--- config.mk ---
export PLATFORM = sky130hd
export DESIGN_NAME = seq_multiplier
export DESIGN_NICKNAME = d
export VERILOG_FILES = /design/src/rtl/seq_multiplier.sv
export SDC_FILE = /design/constraint.sdc
export NUM_CORES = 1
export LEC_CHECK = 0
export ABC_AREA = 1
export CAP_MARGIN = 20
export CORE_UTILIZATION = 60
export DETAILED_ROUTE_END_ITERATION = 12
export HOLD_SLACK_MARGIN = 0.02
export PLACE_DENSITY = 0.82
export REMOVE_ABC_BUFFERS = 1
export SLEW_MARGIN = 20
export SYNTH_ARGS = -nofsm -noshare
export SYNTH_HDL_FRONTEND = slang
export SYNTH_SLANG_ARGS = --single-unit
--- constraint.sdc ---
create_clock -name clk -period 3.1 [get_ports clk]
set_clock_uncertainty 0.1 [all_clocks]
set_input_delay 0.62 -clock clk [delete_from_list [all_inputs] [get_ports clk]]
set_output_delay 0.62 -clock clk [all_outputs]
set_load 0.02 [all_outputs]
--- src/rtl/seq_multiplier.sv ---
// Iterative 32x32 shift-add multiplier: signed or unsigned operands, returns the
// selected 32-bit half of the 64-bit product with a one-cycle ready strobe.
module seq_multiplier (
  input  logic        clk,
  input  logic        resetn,
  input  logic [31:0] A_i,
  input  logic [31:0] B_i,
  input  logic        enable_i,
  input  logic        up_or_low_i,
  input  logic        sign_i,
  output logic [31:0] Product,
  output logic        ready_o
);

  typedef enum logic [1:0] {
    IDLE = 2'd0,
    BUSY = 2'd1,
    DONE = 2'd2
  } state_t;

  state_t      state_r;
  state_t      state_s;
  logic [63:0] acc_r;
  logic [31:0] mcand_r;
  logic [31:0] mplier_r;
  logic        neg_r;
  logic        up_r;
  logic [5:0]  cnt_r;

  logic        start_s;
  logic        iter_s;
  logic        finish_s;
  logic [31:0] a_mag_s;
  logic [31:0] b_mag_s;
  logic [32:0] sum_s;
  logic [63:0] result_s;

  // 0x80000000 maps to itself, which is the correct unsigned magnitude 2^31
  function automatic logic [31:0] magnitude(input logic [31:0] v, input logic sgn);
    if (sgn && v[31]) begin
      return ~v + 32'd1;
    end else begin
      return v;
    end
  endfunction

  // State register
  always_ff @(posedge clk or negedge resetn) begin
    if (!resetn) begin
      state_r <= IDLE;
    end else begin
      state_r <= state_s;
    end
  end

  // Next-state decode; cnt_r reaching 32 marks the finalize cycle
  always_comb begin
    state_s = state_r;
    case (state_r)
      IDLE: begin
        if (enable_i) state_s = BUSY;
        else          state_s = IDLE;
      end
      BUSY: begin
        if (cnt_r == 6'd32) state_s = DONE;
        else                state_s = BUSY;
      end
      DONE:    state_s = IDLE;
      default: state_s = IDLE;
    endcase
  end

  // Control strobes derived from the current state
  always_comb begin
    start_s  = 1'b0;
    iter_s   = 1'b0;
    finish_s = 1'b0;
    case (state_r)
      IDLE: start_s = enable_i;
      BUSY: begin
        if (cnt_r == 6'd32) finish_s = 1'b1;
        else                iter_s   = 1'b1;
      end
      DONE:    start_s = 1'b0;
      default: start_s = 1'b0;
    endcase
  end

  // Operand magnitudes, one shift-add step and the sign-corrected result
  always_comb begin
    a_mag_s  = magnitude(A_i, sign_i);
    b_mag_s  = magnitude(B_i, sign_i);
    sum_s    = {1'b0, acc_r[63:32]} + (mplier_r[0] ? {1'b0, mcand_r} : 33'd0);
    if (neg_r) begin
      result_s = ~acc_r + 64'd1;
    end else begin
      result_s = acc_r;
    end
  end

  // Operand latch and iteration datapath
  always_ff @(posedge clk or negedge resetn) begin
    if (!resetn) begin
      acc_r    <= 64'd0;
      mcand_r  <= 32'd0;
      mplier_r <= 32'd0;
      neg_r    <= 1'b0;
      up_r     <= 1'b0;
      cnt_r    <= 6'd0;
    end else if (start_s) begin
      acc_r    <= 64'd0;
      mcand_r  <= a_mag_s;
      mplier_r <= b_mag_s;
      neg_r    <= sign_i & (A_i[31] ^ B_i[31]);
      up_r     <= up_or_low_i;
      cnt_r    <= 6'd0;
    end else if (iter_s) begin
      acc_r    <= {sum_s, acc_r[31:1]};
      mplier_r <= {1'b0, mplier_r[31:1]};
      cnt_r    <= cnt_r + 6'd1;
    end
  end

  // Registered outputs: Product only changes on completion
  always_ff @(posedge clk or negedge resetn) begin
    if (!resetn) begin
      Product <= 32'd0;
      ready_o <= 1'b0;
    end else begin
      ready_o <= finish_s;
      if (finish_s) begin
        Product <= up_r ? result_s[63:32] : result_s[31:0];
      end
    end
  end

endmodule

# Yosys cells after proc, flatten, opt, wreduce, memory -nomap -nowiden
# Index checks and enable logic that the tools add are counted.
# W data, S select, Z words.
[op_classes]
addsub = 5
eq_ne = 2
n_mux = 19
bitwise_logic = 5
reduce_logical = 4
[ops]
columns = ["cell", "n"]
rows = [
  ["$mux W32", 6],
  ["$mux W64", 3],
  ["$add A32 B1 Y32 const B", 2],
  ["$add A64 B1 Y64 const B", 1],
  ["$not A32 Y32", 2],
  ["$not A64 Y64", 1],
  ["$add A32 B32 Y33", 1],
  ["$mux W6", 2],
  ["$add A6 B1 Y6 const B", 1],
  ["$eq A6 B6 Y1 const B", 1],
  ["$mux W1", 6],
  ["$pmux W2 S2", 1],
  ["$eq A2 B1 Y1 const B", 1],
  ["$logic_and A1 B1 Y1", 2],
  ["$logic_not A2 Y1", 1],
  ["$mux W2", 1],
  ["$reduce_bool A2 Y1", 1],
  ["$and A1 B1 Y1", 1],
  ["$xor A1 B1 Y1", 1],
]
[totals]
register_bits = 171
input_bits = 69
output_inout_bits = 33
wordCells = 44

# Logic depth before layout (Yosys ltp)
# Gate-level depths: netlist of the first run.
[logic_depth]
ltp_word = 5
mapped_depth = 17
depth_no_buf = 15

# Least setup slack after synthesis of the first run
# No wires, ideal clock.
[synth_timing]
kind = "register to register"
start = "register mplier_r[0]"
end = "register acc_r[59]"
setup_time_ns = 0.117
t_arrival_ns = 2.271
t_required_ns = 2.883
setup_slack_ns = 0.612
path_stages_with_launch = 18
path_buffers = 2
synth_period_minus_slack_ns = 2.488
cell_sequence = "dfrtp_1 clkbuf_1 clkbuf_1 nand2_1 inv_1 ha_1 inv_1 fa_1 o21ai_1 nand2_1 nand2_1 nand2_1 nand2_1 nand3_1 nand2_1 nand2_1 nand3_1 nand2_1"
[synth_between]
elab_chain_cells = 4
[synth_rtl]
columns = ["element", "line_no", "text"]
rows = [
  ["from (decl)", "25", "logic [31:0] mplier_r;"],
  ["from (signal assigned)", "113", "mplier_r <= b_mag_s;"],
  ["from (signal assigned)", "119", "mplier_r <= {1'b0, mplier_r[31:1]};"],
  ["$mux W32", "93", "sum_s = {1'b0, acc_r[63:32]} + (mplier_r[0] ? {1'b0, mcand_r} : 33'd0);"],
  ["$add A32 B32 Y33", "93", ""],
  ["$mux W64", "117", "end else if (iter_s) begin"],
  ["$mux W64", "110", "end else if (start_s) begin"],
  ["to (signal assigned)", "118", "acc_r <= {sum_s, acc_r[31:1]};"],
  ["to (decl)", "23", "logic [63:0] acc_r;"],
]
# No other way between the ends. The select of a mux whose other input is x is not followed.
# A chain may end at the register's enable or synchronous reset.

# Worst setup path in the final report of the first run
[layout_timing]
start = "register mplier_r[0]"
end = "register acc_r[44]"
# Same word-level chain as after synthesis.

==> results of run 1 <==
## worst reg2reg max path, delay by kind of cell (launching register included)
| family | cells | cell delay [ns] |
|---|---|---|
| adders and majority gates | 1 | 0.28 |
| and+or+nand+nor | 4 | 0.62 |
| AOI/OAI and AO/OA | 4 | 0.69 |
| DFF | 1 | 0.39 |
| buffers and inverters | 2 | 0.39 |
## registers in the layout, indices dropped and copies added (netlist names)
| signal | count |
|---|---|
| state_r | 2 |
| ready_o | 1 |
| neg_r | 1 |
| cnt_r | 6 |
| up_r | 1 |
| Product | 32 |
| acc_r | 64 |
| mcand_r | 32 |
| mplier_r | 32 |
## power groups by stage
stage | sequential, uW | combinational [uW] | clock, uW
finish | 4390 | 9630 | 2200
CTS | 4350 | 9420 | 2210
floorplan | 4370 | 6280 | 0
global placement | 4340 | 9150 | 0
detailed placement | 4370 | 9370 | 0
global route | 4510 | 10800 | 2300
## logic make-up after synthesis
group / Yosys count
buf+inv: 323
xor+xnor: 45
simple gates: 1195
flops: 171
fa+ha+maj: 38
compound gates: 334
## metrics by stage
step                      power [uW]  utilization [%]
final                          16200             69.6
after global routing           17600             69.6
after CTS                      16000             69.6
after detailed placement       13700             66.9
after global placement         13500             66.9
after floorplan                10700                -
## how the worst max path moves through the flow
stage | end | cells past startpoint | slack (ns)
after CTS | acc_r[46] | 13 | 0.59
after global placement | mplier_r[19] | 11 | 0.53
after global routing | acc_r[60] | 12 | 0.35
final | acc_r[44] | 11 | 0.52
after floorplan | mplier_r[5] | 9 | -0.03
after detailed placement | mplier_r[17] | 11 | 0.50
## per-layer routing
layer | vias up | share of wire (%)
met1 | 6574 | 42
met2 | 647 | 46
li1 | 6978 | -
met4 | 0 | 4.4
met5 | - | 0
met3 | 120 | 7.7
## cell type report
type / instances / area share, %
tap: 280 / 2.31
clock inverter: 13 / 1.06
clock buffer: 18 / 2.83
inverter: 256 / 6.35
sequential: 171 / 28.3
timing repair buffer: 130 / 8.29
multi-input combinational: 1612 / 50.9
## layout by cell type, fill, tap and decap left out, types with 5 or more instances in the layout
cell type / count
inv_1: 247
a31oi_1: 15
nand4_1: 31
dfrtp_1: 170
nand2_2: 5
nor3_1: 20
nand3b_1: 7
o22ai_1: 38
ha_1: 37
xnor2_1: 10
o21ai_0: 125
xor2_1: 35
clkbuf_16: 17
clkdlybuf4s50_1: 100
o211ai_1: 5
a21oi_1: 107
nand3_1: 196
buf_4: 27
o21ai_1: 21
inv_2: 7
nand2_1: 618
nor2_1: 290
nor2_2: 10
==> flow_summary_export.csv, run 1 <==
group,metric,value,unit
run_status,status,"complete, no violations",
worst_setup_path,critPathMaxStageDelay,0.39,ns
routing,drc_errors,0,
clocking,clockBufferDepth,2,
grt,met2_usage,60.7,%
worst_setup_path,crit_fanout,30,
floorplanning,pin_count,102,
routing,dr.first_iter.drc_count,1157,
worst_setup_path,path_delay_family,"compound AO/OA/AOI/OAI gates",
yosys,synthMuxAreaShare,0,%
timing,max_freq,388,MHz
power,clockPowerShare,13.6,%
finish,fin_nets,2295,
yosys,synth_commonest_cells,"nand2_1, nor2_1, inv_1",
timing,setup_viol,0,
timing,fin_ws,0.524,ns
worst_setup_path,reg2reg_depth,11,
floorplanning,coreArea,21800,sq um
floorplanning,rows,54,
grt,grt_max_degree,73,
yosys,synth_edf_count,0,
grt,grtUsageTotal,37.8,%
yosys,seq_area_frac_synth,32.3,%
yosys,synth_cells,2106,
worst_setup_path,worstPathCellList,"buf_4, nand2_1, inv_1, ha_1, a21oi_1, o21ai_0, a21oi_1, nand2_1, or2_2, nand3_1, o21ai_0",
worst_setup_path,crit_type,"reg -> reg",
flow_run,cap_violations,0,
routing,vias,14300,
power,p_sw,8410,uW
timing,grt_setup_unrepaired,"false",
grt,grt_util_met1,49.6,%
routing,wl_per_cell,16.8,microns
power,cellInternalPower,7810,uW
finish,multiInputGateArea,7710,sq um
timing,hold_viol_final,0,
worst_setup_path,cp-start-kind,"flop",
grt,grt_pass1_vias,13100,
timing,fin_crit_sh,83.1,%
yosys,synth_top_family_by_area,"simple AND/OR/NAND/NOR gates",
placed_design,gp_congestion,1.01,
worst_setup_path,critical_path.startpoint,"mplier_r[0]",
finish,design_area,15100,sq um
yosys,synth-simple-area-share,37.7,%
timing,drv_slew,0,
worst_setup_path,slowest_stage,"dfrtp_1",
clocking,insertion_delay,0.45,ns
clocking,ctsHoldBuffers,0,
yosys,async_flop_share,100,%
finish,antenna_cells,0,
worst_setup_path,crit_path_end_kind,"flop",
finish,register_area,4280,sq um
clocking,cts_resized,0,
worst_setup_path,worstPathBufferInverterCount,2,
power,sw_frac_of_total,51.9,%
grt,grt_pass1_wl,66.3,mm
routing,final_antenna_net_count,0,
hold_path,worstHoldPathType,"in -> async",
floorplanning,die_area,22700,sq um
routing,routed_wl,41.5,mm
worst_setup_path,timing.rr.start,"mplier_r[0]",
finish,areaGrowthSynthToFinish,14.2,%
clocking,ctsRootBufferMaster,"clkbuf_16",
placed_design,detailedPlace.worstSlack,0.502,ns
timing,slew_headroom,45.9,%
clocking,path_clk_slew,0.07,ns
power,power_density,1070,nW/um^2
yosys,syn-cell-area,13300,sq um
yosys,ys_types,46,
floorplanning,die_h,151,microns
finish,drive_above_1_share,4.73,%
clocking,htreeDepth,4,
yosys,synth.top_cell.area_share,32.3,%
timing,fin_hold_ws,0.0792,ns
placed_design,placedCellCount,2449,
routing,firstDrtPassIters,8,
power,pwr-share-comb,59.3,%
worst_setup_path,crit_arrival,2.80,ns
worst_setup_path,worstPathRequired,3.32,ns
yosys,synth-xor-area-share,2.97,%
power,power_leakage,0.00752,uW
placed_design,post_dp_cell_area,14600,sq um
clocking,numCtsBuffers,17,
yosys,synthAdderAreaFrac,3.64,%
finish,instances_no_fill,2480,
worst_setup_path,r2r_slack,0.52,ns
yosys,synth_flop_cell,"dfrtp_1",
power,seqPwrFrac,27.1,%
power,ir_drop,0.558,mV
routing,via_per_inst,5.77,
yosys,synth_compound_area_share,13.8,%
timing,tightest_slew,0.811,ns
clocking,post-cts-setup-buffer-count,0,
grt,grt_use_met3,6.36,%
timing,post-route-min-period,2.58,ns
yosys,syn_avg_cell_area,6.30,sq um
grt,grt_antenna_before_repair,0,
floorplanning,die_w,151,microns
finish,n_fill_cell,2018,
yosys,yosys_warnings,0,
clocking,cts.sinks,171,
floorplanning,initial_utilization,61.0,%
yosys,synth-seq-cells,171,
worst_setup_path,reg2reg_to,"acc_r[44]",
yosys,yosys.cell_count.top_type,"nand2_1",
yosys,yosys-top-cells-area,"dfrtp_1, nand2_1, nor2_1",
timing,fin_tns_setup,0,ns
placed_design,io_buffers,101,
placed_design,hpwl,31.4,mm
grt,gr-total-overflow,0,
clocking,cts_tree,"done",
yosys,synth.largest_area_cell,"dfrtp_1",
grt,grt-busiest-layer,"met2",
Note: power is estimated with default switching activity, not from simulation.
==> inputs of run 2 (changes only) <==
==> constraint.sdc (replaced) <==
create_clock -name clk -period 2.6 [get_ports clk]
set_clock_uncertainty 0.1 [all_clocks]
set_input_delay 0.52 -clock clk [delete_from_list [all_inputs] [get_ports clk]]
set_output_delay 0.52 -clock clk [all_outputs]
set_load 0.02 [all_outputs]
==> flow_summary_export.csv, run 2 (synthesized netlist as in run 1, its figures left out) <==
group,metric,value,unit
timing,hold_viol_final,0,
timing,slew_headroom,50.8,%
power,power_leakage,0.00761,uW
worst_setup_path,cp-start-kind,"flop",
worst_setup_path,crit_top_cell,"nand2_1",
placed_design,hpwl,32.0,mm
floorplanning,coreArea,21800,sq um
flow_run,cap_violations,0,
placed_design,detailedPlace.worstSlack,0.0830,ns
routing,firstDrtPassIters,8,
grt,grt_use_met3,5.21,%
worst_setup_path,timing.rr.start,"mcand_r[0]",
finish,register_area,4280,sq um
placed_design,io_buffers,101,
worst_setup_path,crit_arrival,2.67,ns
grt,grt_pass1_vias,13300,
floorplanning,die_w,151,microns
finish,n_fill_cell,1911,
routing,wl_per_cell,16.9,microns
finish,antenna_cells,0,
grt,met2_usage,62.6,%
timing,drv_slew,0,
worst_setup_path,critPathMaxStageDelay,0.43,ns
floorplanning,rows,54,
grt,grt_antenna_before_repair,0,
placed_design,post_dp_cell_area,14700,sq um
timing,fin_crit_sh,93.7,%
timing,fin_ws,0.164,ns
routing,routed_wl,42.0,mm
floorplanning,die_area,22700,sq um
timing,tightest_slew,0.738,ns
finish,drive_above_1_share,5.34,%
finish,fin_nets,2303,
clocking,post-cts-setup-buffer-count,0,
power,power_density,1280,nW/um^2
timing,fin_tns_setup,0,ns
finish,design_area,15300,sq um
routing,vias,14400,
placed_design,placedCellCount,2456,
routing,drc_errors,0,
finish,largest_reg_flops,64,
clocking,htreeDepth,4,
hold_path,min_from,"mcand_r[26]",
routing,final_antenna_net_count,0,
clocking,path_clk_slew,0.08,ns
finish,final_cell_mix,"nand2_1, nor2_1, inv_1",
floorplanning,die_h,151,microns
clocking,insertion_delay,0.44,ns
worst_setup_path,crit_type,"reg -> reg",
timing,grt_setup_unrepaired,"false",
finish,areaGrowthSynthToFinish,15.7,%
clocking,cts_tree,"done",
clocking,cts.sinks,171,
grt,grt_util_met1,49.4,%
worst_setup_path,crit_path_end_kind,"flop",
run_status,status,"complete, no violations",
finish,multiInputGateArea,7720,sq um
worst_setup_path,worstPathRequired,2.84,ns
hold_path,worstHoldPathType,"reg -> reg",
worst_setup_path,reg2reg_to,"acc_r[59]",
placed_design,gp_congestion,1.02,
timing,fin_hold_ws,0.379,ns
hold_path,holdPathEnd,"mcand_r[26]",
finish,instances_no_fill,2489,
worst_setup_path,slowest_stage,"dfrtp_1",
floorplanning,pin_count,102,
worst_setup_path,worstPathCellList,"nand2_1, inv_1, ha_1, inv_1, fa_1, o21ai_2, nand2_1, nand2_1, nand2_1, nand2_1, nand3_1, nand2_1, nand2_1, nand3_1, nand2_1",
worst_setup_path,crit_fanout,4,
finish,final_common_cell,"nand2_1",
finish,largest_register,"acc_r",
grt,gr-total-overflow,0,
worst_setup_path,worstPathBufferInverterCount,2,
clocking,numCtsBuffers,17,
grt,grt_pass1_wl,67.0,mm
worst_setup_path,reg2reg_depth,15,
timing,post-route-min-period,2.44,ns
grt,grt_max_degree,79,
routing,via_per_inst,5.80,
floorplanning,initial_utilization,61.0,%
timing,max_freq,411,MHz
worst_setup_path,r2r_slack,0.16,ns
routing,dr.first_iter.drc_count,1232,
grt,grtUsageTotal,38.1,%
power,ir_drop,0.635,mV
grt,grt-busiest-layer,"met2",
hold_path,whs_path_depth,2,
worst_setup_path,path_delay_family,"simple AND/OR/NAND/NOR gates",
clocking,clockBufferDepth,2,
timing,setup_viol,0,
clocking,ctsRootBufferMaster,"clkbuf_16",
==> run 2: changes by cell type in the layout (fill, tap and decap cells not counted), moves of 2 or more <==
cell | previous run | this run
clkinv_8 | 1 | 4
clkinv_4 | 2 | 0
buf_12 | 2 | 8
inv_8 | 1 | 3
==> run 2: tightest hold or removal path, cell delays in order (launching register included) <==
cell,delay [ns]
dfrtp_1,0.34
nand2_1,0.06
nand2_1,0.05
==> run 2: metrics by stage <==
stage / power [uW] / utilization (%)
5_1_grt: 21300 / 70.5
3_3_place_gp: 16200 / 67.4
6_report: 19700 / 70.5
3_5_place_dp: 16500 / 67.4
4_1_cts: 19400 / 70.4
2_1_floorplan: 12700 / -
==> run 2: power by group <==
| part | total, uW | switching, uW | internal (uW) |
|---|---|---|---|
| sequential | 5220 | 1250 | 3970 |
| combinational | 11700 | 7660 | 4050 |
| clock | 2780 | 1290 | 1490 |
| total | 19700 | 10200 | 9510 |
==> run 2: routing by layer <==
metal	vias up	routed length, microns
met5	-	0
met4	0	1820
met3	127	3370
met2	691	19600
met1	6594	17200
li1	7022	-
==> run 2: worst max path at each step <==
stage                start           end  slack [ns]  depth (start not counted)
5_1_grt        mplier_r[0]     acc_r[54]       0.007                         15
2_1_floorplan     cnt_r[0]   mplier_r[5]       -0.53                          9
3_5_place_dp        B_i[0]  mplier_r[20]        0.08                         10
6_report        mcand_r[0]     acc_r[59]        0.16                         15
3_3_place_gp        B_i[0]  mplier_r[20]        0.13                         10
4_1_cts        mplier_r[0]     acc_r[46]        0.11                         13
==> run 2: final cells by class <==
type	count	share of cell area (%)
Multi-Input combinational cell	1612	50.3
Tap cell	280	2.28
Inverter	256	6.26
Clock buffer	17	2.77
Clock inverter	15	1.42
Timing Repair Buffer	138	9.07
Sequential cell	171	27.9
==> run 2: timing repair <==
| action | CTS | global route |
|---|---|---|
| hold buffers | 1 | 0 |
| endpoints found under the setup margin | 0 | 15 |
| gates resized for setup | 0 | 8 |
| endpoints found under the hold margin | 40 | 0 |
